<file path="config.mk">
export PLATFORM = sky130hd
export DESIGN_NAME = conv_layer_sched
export DESIGN_NICKNAME = d
export VERILOG_FILES = /design/src/rtl/conv_layer_sched.sv
export SDC_FILE = /design/constraint.sdc
export NUM_CORES = 1
export LEC_CHECK = 0
export BUFFER_PORTS_ARGS = -buffer_cell sky130_fd_sc_hd__buf_2
export CORE_UTILIZATION = 30
export CTS_CLUSTER_SIZE = 20
export DETAILED_ROUTE_END_ITERATION = 8
export GPL_ROUTABILITY_DRIVEN = 1
export RECOVER_POWER = 50
export SETUP_SLACK_MARGIN = 0.05
export SLEW_MARGIN = 20
export SYNTH_ARGS = -nofsm -noshare
export SYNTH_HDL_FRONTEND = slang
export SYNTH_SLANG_ARGS = --single-unit
</file>
<file path="constraint.sdc">
create_clock -name clk -period 7 [get_ports clk]
set_clock_uncertainty 0.15 [all_clocks]
set_input_delay 0.35 -clock clk [delete_from_list [all_inputs] [get_ports clk]]
set_output_delay 0.35 -clock clk [all_outputs]
set_load 0.1 [all_outputs]
</file>
<file path="src/rtl/conv_layer_sched.sv">
// conv_layer_sched: layer sequencer for a convolution engine.
//
// For every output-channel group it streams W_WORDS weight reads and
// B_WORDS bias reads out of the parameter SRAMs. It then sweeps the output
// tile grid in raster order (x fastest), handshaking each tile with the
// conv datapath. After the last group it pulses layer_done.
//
// Optional feature: define CONV_SCHED_PERF_CNT_EN to add the stall_cnt
// output. stall_cnt is a saturating count of sweep cycles in which the
// datapath held off a tile.
//
// Ports
//   clk, rst_n                 clock, asynchronous active-low reset
//   start                      one-cycle layer launch (sampled in IDLE only)
//   abort                      synchronous cancel of the running layer
//   grid_w, grid_h             tile columns / rows (0 is treated as 1)
//   num_groups                 output-channel groups (0 is treated as 1)
//   w_base, b_base             first weight / bias SRAM address
//   sram_raddr_weight/_bias    SRAM read addresses (held outside issue states)
//   w_load_valid, b_load_valid read data valid (issue strobe + 1 cycle)
//   tile_valid, tile_ready     tile request handshake
//   tile_x, tile_y, group_idx  current tile coordinate and group
//   busy, layer_done           activity flag, one-cycle completion pulse
//   stall_cnt                  (CONV_SCHED_PERF_CNT_EN only) stall counter
//
// state  | meaning
// IDLE   | waiting for start
// LOAD_W | issuing W_WORDS weight reads for the current group
// LOAD_B | issuing B_WORDS bias reads for the current group
// SWEEP  | presenting tiles to the datapath
// DONE   | layer_done pulse, then back to IDLE
module conv_layer_sched #(
    parameter int W_WORDS = 16,
    parameter int B_WORDS = 4
) (
    input  logic        clk,
    input  logic        rst_n,
    input  logic        start,
    input  logic        abort,
    input  logic [2:0]  grid_w,
    input  logic [2:0]  grid_h,
    input  logic [6:0]  num_groups,
    input  logic [10:0] w_base,
    input  logic [6:0]  b_base,
    input  logic        tile_ready,
    output logic [10:0] sram_raddr_weight,
    output logic [6:0]  sram_raddr_bias,
    output logic        w_load_valid,
    output logic        b_load_valid,
    output logic        tile_valid,
    output logic [2:0]  tile_x,
    output logic [2:0]  tile_y,
    output logic [6:0]  group_idx,
    output logic        busy,
    output logic        layer_done
`ifdef CONV_SCHED_PERF_CNT_EN
    ,
    output logic [15:0] stall_cnt
`endif
);

    localparam int WCW = (W_WORDS > 1) ? $clog2(W_WORDS) : 1;
    localparam int BCW = (B_WORDS > 1) ? $clog2(B_WORDS) : 1;
    localparam logic [WCW-1:0] W_LAST = WCW'(W_WORDS - 1);
    localparam logic [BCW-1:0] B_LAST = BCW'(B_WORDS - 1);

    typedef enum logic [2:0] {IDLE, LOAD_W, LOAD_B, SWEEP, DONE} state_t;

    state_t          state;
    logic [2:0]      cfg_w;
    logic [2:0]      cfg_h;
    logic [6:0]      cfg_groups;
    // Pointers hold the NEXT address to issue; the address outputs carry the
    // address issued in the current cycle.
    logic [10:0]     w_ptr;
    logic [6:0]      b_ptr;
    logic [WCW-1:0]  w_cnt;
    logic [BCW-1:0]  b_cnt;

    assign busy = (state != IDLE);

    always_ff @(posedge clk or negedge rst_n) begin
        if (!rst_n) begin
            state             <= IDLE;
            cfg_w             <= '0;
            cfg_h             <= '0;
            cfg_groups        <= '0;
            w_ptr             <= '0;
            b_ptr             <= '0;
            w_cnt             <= '0;
            b_cnt             <= '0;
            sram_raddr_weight <= '0;
            sram_raddr_bias   <= '0;
            w_load_valid      <= 1'b0;
            b_load_valid      <= 1'b0;
            tile_valid        <= 1'b0;
            tile_x            <= '0;
            tile_y            <= '0;
            group_idx         <= '0;
            layer_done        <= 1'b0;
        end else begin
            // One-cycle SRAM latency: valid is the issue state delayed.
            w_load_valid <= (state == LOAD_W);
            b_load_valid <= (state == LOAD_B);

            if (abort && (state != IDLE)) begin
                // Abort wins over any handshake; in-flight read data is dropped.
                state        <= IDLE;
                tile_valid   <= 1'b0;
                layer_done   <= 1'b0;
                w_load_valid <= 1'b0;
                b_load_valid <= 1'b0;
            end else begin
                case (state)
                    IDLE: begin
                        layer_done <= 1'b0;
                        if (start) begin
                            cfg_w             <= (grid_w == 3'd0) ? 3'd1 : grid_w;
                            cfg_h             <= (grid_h == 3'd0) ? 3'd1 : grid_h;
                            cfg_groups        <= (num_groups == 7'd0) ? 7'd1 : num_groups;
                            sram_raddr_weight <= w_base;
                            w_ptr             <= w_base + 11'd1;
                            b_ptr             <= b_base;
                            w_cnt             <= W_LAST;
                            group_idx         <= '0;
                            tile_x            <= '0;
                            tile_y            <= '0;
                            state             <= LOAD_W;
                        end
                    end
                    LOAD_W: begin
                        if (w_cnt == '0) begin
                            sram_raddr_bias <= b_ptr;
                            b_ptr           <= b_ptr + 7'd1;
                            b_cnt           <= B_LAST;
                            state           <= LOAD_B;
                        end else begin
                            sram_raddr_weight <= w_ptr;
                            w_ptr             <= w_ptr + 11'd1;
                            w_cnt             <= w_cnt - 1'b1;
                        end
                    end
                    LOAD_B: begin
                        if (b_cnt == '0) begin
                            tile_valid <= 1'b1;
                            tile_x     <= '0;
                            tile_y     <= '0;
                            state      <= SWEEP;
                        end else begin
                            sram_raddr_bias <= b_ptr;
                            b_ptr           <= b_ptr + 7'd1;
                            b_cnt           <= b_cnt - 1'b1;
                        end
                    end
                    SWEEP: begin
                        if (tile_valid && tile_ready) begin
                            if (tile_x == cfg_w - 3'd1) begin
                                tile_x <= '0;
                                if (tile_y == cfg_h - 3'd1) begin
                                    tile_y     <= '0;
                                    tile_valid <= 1'b0;
                                    if (group_idx < cfg_groups - 7'd1) begin
                                        group_idx         <= group_idx + 7'd1;
                                        sram_raddr_weight <= w_ptr;
                                        w_ptr             <= w_ptr + 11'd1;
                                        w_cnt             <= W_LAST;
                                        state             <= LOAD_W;
                                    end else begin
                                        layer_done <= 1'b1;
                                        state      <= DONE;
                                    end
                                end else begin
                                    tile_y <= tile_y + 3'd1;
                                end
                            end else begin
                                tile_x <= tile_x + 3'd1;
                            end
                        end
                    end
                    DONE: begin
                        layer_done <= 1'b0;
                        state      <= IDLE;
                    end
                    default: state <= IDLE;
                endcase
            end
        end
    end

`ifdef CONV_SCHED_PERF_CNT_EN
    always_ff @(posedge clk or negedge rst_n) begin
        if (!rst_n) begin
            stall_cnt <= '0;
        end else if ((state == IDLE) && start) begin
            stall_cnt <= '0;
        end else if ((state == SWEEP) && tile_valid && !tile_ready &&
                     (stall_cnt != 16'hFFFF)) begin
            stall_cnt <= stall_cnt + 16'd1;
        end
    end
`endif

endmodule

</file>
==> results of run 1 <==
-- final cells by class --
class / count / area (um2)
Clock buffer: 12 / 267
Tap cell: 180 / 225
Multi-Input combinational cell: 360 / 2330
Inverter: 19 / 71.3
Fill cell: 1386 / 8870
Timing Repair Buffer: 74 / 355
Clock inverter: 4 / 47.5
Sequential cell: 75 / 1880
-- per-layer routing --
layer | wire [um] | share of wire (%)
met5 | 0 | 0
met4 | 135 | 1.3
met3 | 382 | 3.6
met2 | 5010 | 48
met1 | 4990 | 47
-- flip-flops by register name (all words and copies together), names as in the netlist --
signal / flops
w_load_valid: 1
b_cnt: 2
group_idx: 7
b_ptr: 7
sram_raddr_bias: 7
sram_raddr_weight: 11
cfg_w: 3
cfg_groups: 7
tile_y: 3
w_cnt: 4
tile_x: 3
w_ptr: 11
b_load_valid: 1
cfg_h: 3
state: 3
tile_valid: 1
layer_done: 1
-- cells by family after synthesis --
group | after synthesis
simple gates | 180
buf+inv | 38
compound gates | 121
fa+ha+maj | 16
xor+xnor | 12
flops | 75
mux | 31
-- worst min-delay path by stage --
| stage | start | to | slack [ns] |
|---|---|---|---|
| floorplan | rst_n | b_cnt[0] | -0.1 |
| global placement | b_cnt[0] | b_cnt[0] | 0.31 |
| detailed placement | b_cnt[0] | b_cnt[0] | 0.32 |
| CTS | rst_n | w_ptr[10] | 0.06 |
| global route | num_groups[4] | cfg_groups[4] | 0.07 |
| finish | num_groups[6] | cfg_groups[6] | 0.06 |
-- metrics by stage --
| step | total power [mW] | instance area, um2 | utilization (%) | cells |
|---|---|---|---|---|
| after floorplan | 1.98 | 4370 | - | 473 |
| after global placement | 2.22 | 4880 | 34.8 | 708 |
| after detailed placement | 2.27 | 4880 | 34.8 | 708 |
| after CTS | 2.76 | 5200 | 37.0 | 724 |
| after global routing | 2.93 | 5170 | 36.8 | 724 |
| final | 2.73 | 5170 | 36.8 | 724 |
-- cell usage in the layout, fill, tap and decap left out, types with 4 or more instances in the layout --
cell and n:
a21oi_1 25, a31oi_1 10, and2_1 7, and3_1 8, buf_2 53, clkbuf_1 18
clkbuf_16 9, dfrtp_1 75, ha_1 16, inv_1 19, mux2_2 19, mux2i_1 11
nand2_1 63, nand3_1 10, nand4_1 5, nor2_1 43, nor3_1 21, o211ai_1 5
o21ai_0 29, o21ai_1 12, o22a_1 7, o31ai_1 4, or4_1 4, xnor2_1 5
xor2_1 5
-- power by group through the flow --
| stage | clock, mW | combinational (mW) | sequential [mW] |
|---|---|---|---|
| floorplan | 0 | 0.801 | 1.18 |
| global placement | 0 | 1.46 | 0.762 |
| detailed placement | 0 | 1.50 | 0.771 |
| CTS | 0.498 | 1.50 | 0.765 |
| global route | 0.520 | 1.61 | 0.798 |
| finish | 0.490 | 1.48 | 0.768 |
==> results_dict.tcl, run 1 <==
set metrics [dict create \
    status "complete, but fails checks" \
    violations "max-capacitance violations, max-slew violations" \
    ctsHoldBuffers 0 \
    grt_setup_unrepaired "false" \
    synth_top_area_share_pct 42.9 \
    cpMaxStageDelayCell "clkbuf_1" \
    grt_max_degree 76 \
    rows 43 \
    synthFlopType "dfrtp_1" \
    grt-ovfl-total 0 \
    cpPeakStageDelay_ns 2.84 \
    reg2reg_from "cfg_groups[0]" \
    synth_nets 525 \
    ir_worst_vdd_mv 0.329 \
    ant_nets 0 \
    synth_top_family_by_area "simple AND/OR/NAND/NOR gates" \
    hold_ws_ns 0.0623 \
    fin_crit_sh_pct 55.6 \
    pin_count 72 \
    path_delay_family "buffers and inverters" \
    ys_warn_count 0 \
    synth_cells 473 \
    setup_ws_ns 3.11 \
    endpoint "tile_x[2]" \
    syn_area_um2 4370 \
    holdPathStages 3 \
    synth_compound_area_share_pct 18.1 \
    grt_pass1_wl_um 17400 \
    clk_pin_slew_worst_paths_ns 0.06 \
    post-dp-hpwl_um 7540 \
    htree_levels 3 \
    cts_sinks 75 \
    yosysUniqueCellTypes 63 \
    slew_violations 76 \
    slew_headroom_pct -173 \
    numCtsBuffers 9 \
    synthArstFlopShare_pct 100 \
    ctsResizeCount 0 \
    tightest_slew_ns 4.10 \
    synth_commonest_cells "75 x dfrtp_1, 63 x nand2_1, 43 x nor2_1" \
    worstPathRequired_ns 6.34 \
    synth_most_common_cell "dfrtp_1" \
    worstSetupEndpointType "async pin" \
    grtUsageTotal_pct 14.9 \
    arrival_ns 3.23 \
    clk_latency_ns 0.35 \
    seq_area_frac_synth_pct 42.9 \
    min_period_ns 3.89 \
    vias 3733 \
    reg2reg_to "w_ptr[2]" \
    p_sw_mw 1.40 \
    drtIter0Drc 228 \
    numPortBuffers 71 \
    core_um2 14000 \
    fin_tns_setup_ns 0 \
    power_frac_comb_pct 54.0 \
    grt_pass1_vias 3622 \
    intPower_mw 1.33 \
    synthMuxAreaShare_pct 7.72 \
    postCtsSetupBuffers 0 \
    swShare_pct 51.2 \
    ys_ff_latch 75 \
    pwr-share-clk_pct 17.9 \
    initial_core_util_pct 31.2 \
    drive_above_1_share_pct 19.3 \
    gr-usage-met2_pct 23.7 \
    drc_errors 0 \
    antenna_cells 0 \
    drt-wirelength-per-cell_um 14.5 \
    die_x_um 123 \
    r2r_slack_ns 3.72 \
    drtPass1Iterations 4 \
    synth-xor-area-share_pct 3.03 \
    yosys.area_share.simple_pct 19.8 \
    cts_tree "done" \
    yosys-top-cells-area "dfrtp_1 43%, nand2_1 5.4%, mux2_2 4.9%, ha_1 4.6%, nor2_1 3.7%" \
    post-place-ws_ns 3.72 \
    place.gp.congestion 0.845 \
    p_seq_share_pct 28.1 \
    max_freq_mhz 257 \
    critPathKind "primary input to async pin" \
    cp_num_cells 1 \
    synthAdderAreaFrac_pct 4.58 \
    path_max_fanout 75 \
    die_y_um 123 \
    powerDensity_nw_per_um2 528 \
    routed_wl_um 10500 \
    yosysTopAreaCell "dfrtp_1" \
    crit_start "rst_n" \
    die_area_um2 15100 \
    antenna_found_initial 0 \
    drv_cap 1 \
    top_usage_layer "met2" \
    reg2regPathDepth 12 \
    grtUsageMet1_pct 19.4 \
    root_buffer "clkbuf_16" \
    cp-start-kind "primary input" \
    finalHoldViolCount 0 \
    setup_violations 0 \
    met3_usage_pct 3.02 \
    synth_edf_count 0 \
    area_growth_pct 18.2 \
    worstPathCellList "clkbuf_1" \
    cts_buffer_depth 2 \
    hold_path_class "primary input to register" \
    vias_per_cell 5.16 \
    layout.nets 591 \
    leakagePower_nw 2.30 \
    avgSynthCellArea_um2 9.25 \
    crit_buf_inv 1 \
]
Power figures use the tool's default switching activity.
==> run 2, diff against run 1 <==
- clock period: 7 -> 3.95 ns (I/O delays scaled with it)
==> run 2 against run 1 <==
Compared with the run above: the run still ends with max-capacitance violations, max-slew violations left; global-route usage is 0.65 points higher; worst setup slack worse by 2.5 ns; clock-buffer cell count is 2 higher; largest cell class unchanged.
==> results_dict.tcl, run 2 (synthesized netlist as in run 1, its figures left out) <==
set metrics [dict create \
    final_cell_mix "75 x dfrtp_1, 63 x nand2_1, 49 x buf_2" \
    max_freq_mhz 303 \
    worstPathRequired_ns 4.08 \
    final_common_cell "dfrtp_1" \
    ant_nets 0 \
    critPathKind "register to register" \
    cts_sinks 75 \
    clk_latency_ns 0.34 \
    grt_max_degree 76 \
    grt_pass1_wl_um 18200 \
    leakagePower_nw 2.34 \
    clk_pin_slew_worst_paths_ns 0.06 \
    slew_violations 76 \
    vias_per_cell 5.24 \
    finalHoldViolCount 0 \
    cpPeakStageDelay_ns 0.44 \
    fin_area_um2 5290 \
    drtPass1Iterations 4 \
    rows 43 \
    postCtsSetupBuffers 0 \
    fin_cells 740 \
    status "complete, but fails checks" \
    grtUsageTotal_pct 15.5 \
    place.gp.congestion 0.848 \
    drc_errors 0 \
    numCtsBuffers 9 \
    antenna_found_initial 1 \
    drive_above_1_share_pct 17.7 \
    drv_cap 1 \
    layout.nets 606 \
    ctsResizeCount 0 \
    reg.largest.list "sram_raddr_weight: 11 flops, w_ptr: 11 flops" \
    initial_core_util_pct 31.2 \
    setup_violations 0 \
    vias 3874 \
    ir_worst_vdd_mv 0.572 \
    htree_levels 3 \
    dp_cells 709 \
    placed_area_um2 4890 \
    die_area_um2 15100 \
    holdPathStages 3 \
    min_period_ns 3.30 \
    cts_tree "done" \
    numPortBuffers 71 \
    post-dp-hpwl_um 7680 \
    grt_pass1_vias 3778 \
    tightest_slew_ns 1.90 \
    worstPathCellList "nor3_1 > nor3b_1 > xnor2_1 > ha_1 > nand2_1 > o21ai_0 > o21ai_1 > nand3_4 > a2111oi_2 > a211o_1" \
    slew_headroom_pct -26.9 \
    powerDensity_nw_per_um2 911 \
    routed_wl_um 10800 \
    violations "max-capacitance violations, max-slew violations" \
    hold_path_class "primary input to register" \
    die_y_um 123 \
    cp-start-kind "register" \
    drt-wirelength-per-cell_um 14.6 \
    cts_buffer_depth 2 \
    core_um2 14000 \
    worstSetupEndpointType "register" \
    grt_setup_unrepaired "false" \
    arrival_ns 3.43 \
    die_x_um 123 \
    ctsHoldBuffers 14 \
    fin_crit_sh_pct 83.6 \
    reg2regPathDepth 10 \
    final_util_pct 37.7 \
    path_max_fanout 36 \
    grt-ovfl-total 0 \
    fin_tns_setup_ns 0 \
    area_growth_pct 21.0 \
    root_buffer "clkbuf_16" \
    cpMaxStageDelayCell "a2111oi_2" \
    drtIter0Drc 163 \
    pin_count 72 \
    hold_ws_ns 0.0172 \
]
-- run 2: metrics by stage --
stage	setup WS, ns	total power, mW
detailed placement	0.708	4.03
CTS	0.659	4.88
global route	0.333	5.16
floorplan	1.03	3.51
global placement	0.819	3.94
finish	0.647	4.82
-- run 2: routing by layer --
layer / GRT usage, % / part of all wire (%) / vias up
li1: - / - / 1872
met1: 19.5 / 47 / 1899
met5: 0 / 0 / -
met4: 7.16 / 2.1 / 0
met2: 25.2 / 48 / 85
met3: 3.53 / 3.7 / 18
-- run 2: worst max-delay path: cells and delay by family (launching register included) --
| family | cells | cell delay (ns) |
|---|---|---|
| and+or+nand+nor | 4 | 1.12 |
| DFF | 1 | 0.41 |
| AOI/OAI and AO/OA | 4 | 1.14 |
| adders and majority gates | 1 | 0.26 |
| xor gates and xnor gates | 1 | 0.16 |
-- run 2: layout make-up --
cell class / instances / area [um2]
antenna: 1 / 2.50
clock buffer: 14 / 254
clock inverter: 2 / 35.0
fill: 1391 / 8750
inverter: 19 / 71.3
multi-input combinational: 360 / 2330
sequential: 75 / 1880
tap: 180 / 225
timing repair buffer: 89 / 499
-- run 2: final timing paths --
check	start	end	slack [ns]
setup / recovery	cfg_groups[2]	w_ptr[2]	0.65
max in group asynchronous	rst_n	cfg_w[2]	1.74
min in group asynchronous	rst_n	sram_raddr_weight[6]	0.78
setup reg to reg	cfg_groups[2]	w_ptr[2]	0.65
hold reg to reg	b_cnt[0]	b_cnt[0]	0.32
hold / removal	num_groups[0]	cfg_groups[0]	0.02
-- run 2: where the power goes --
group | total (mW) | leakage (nW) | internal, mW | switching (mW)
Sequential | 1.36 | 0.926 | 1.07 | 0.285
Combinational | 2.64 | 1.27 | 0.762 | 1.88
Clock | 0.818 | 0.141 | 0.506 | 0.311
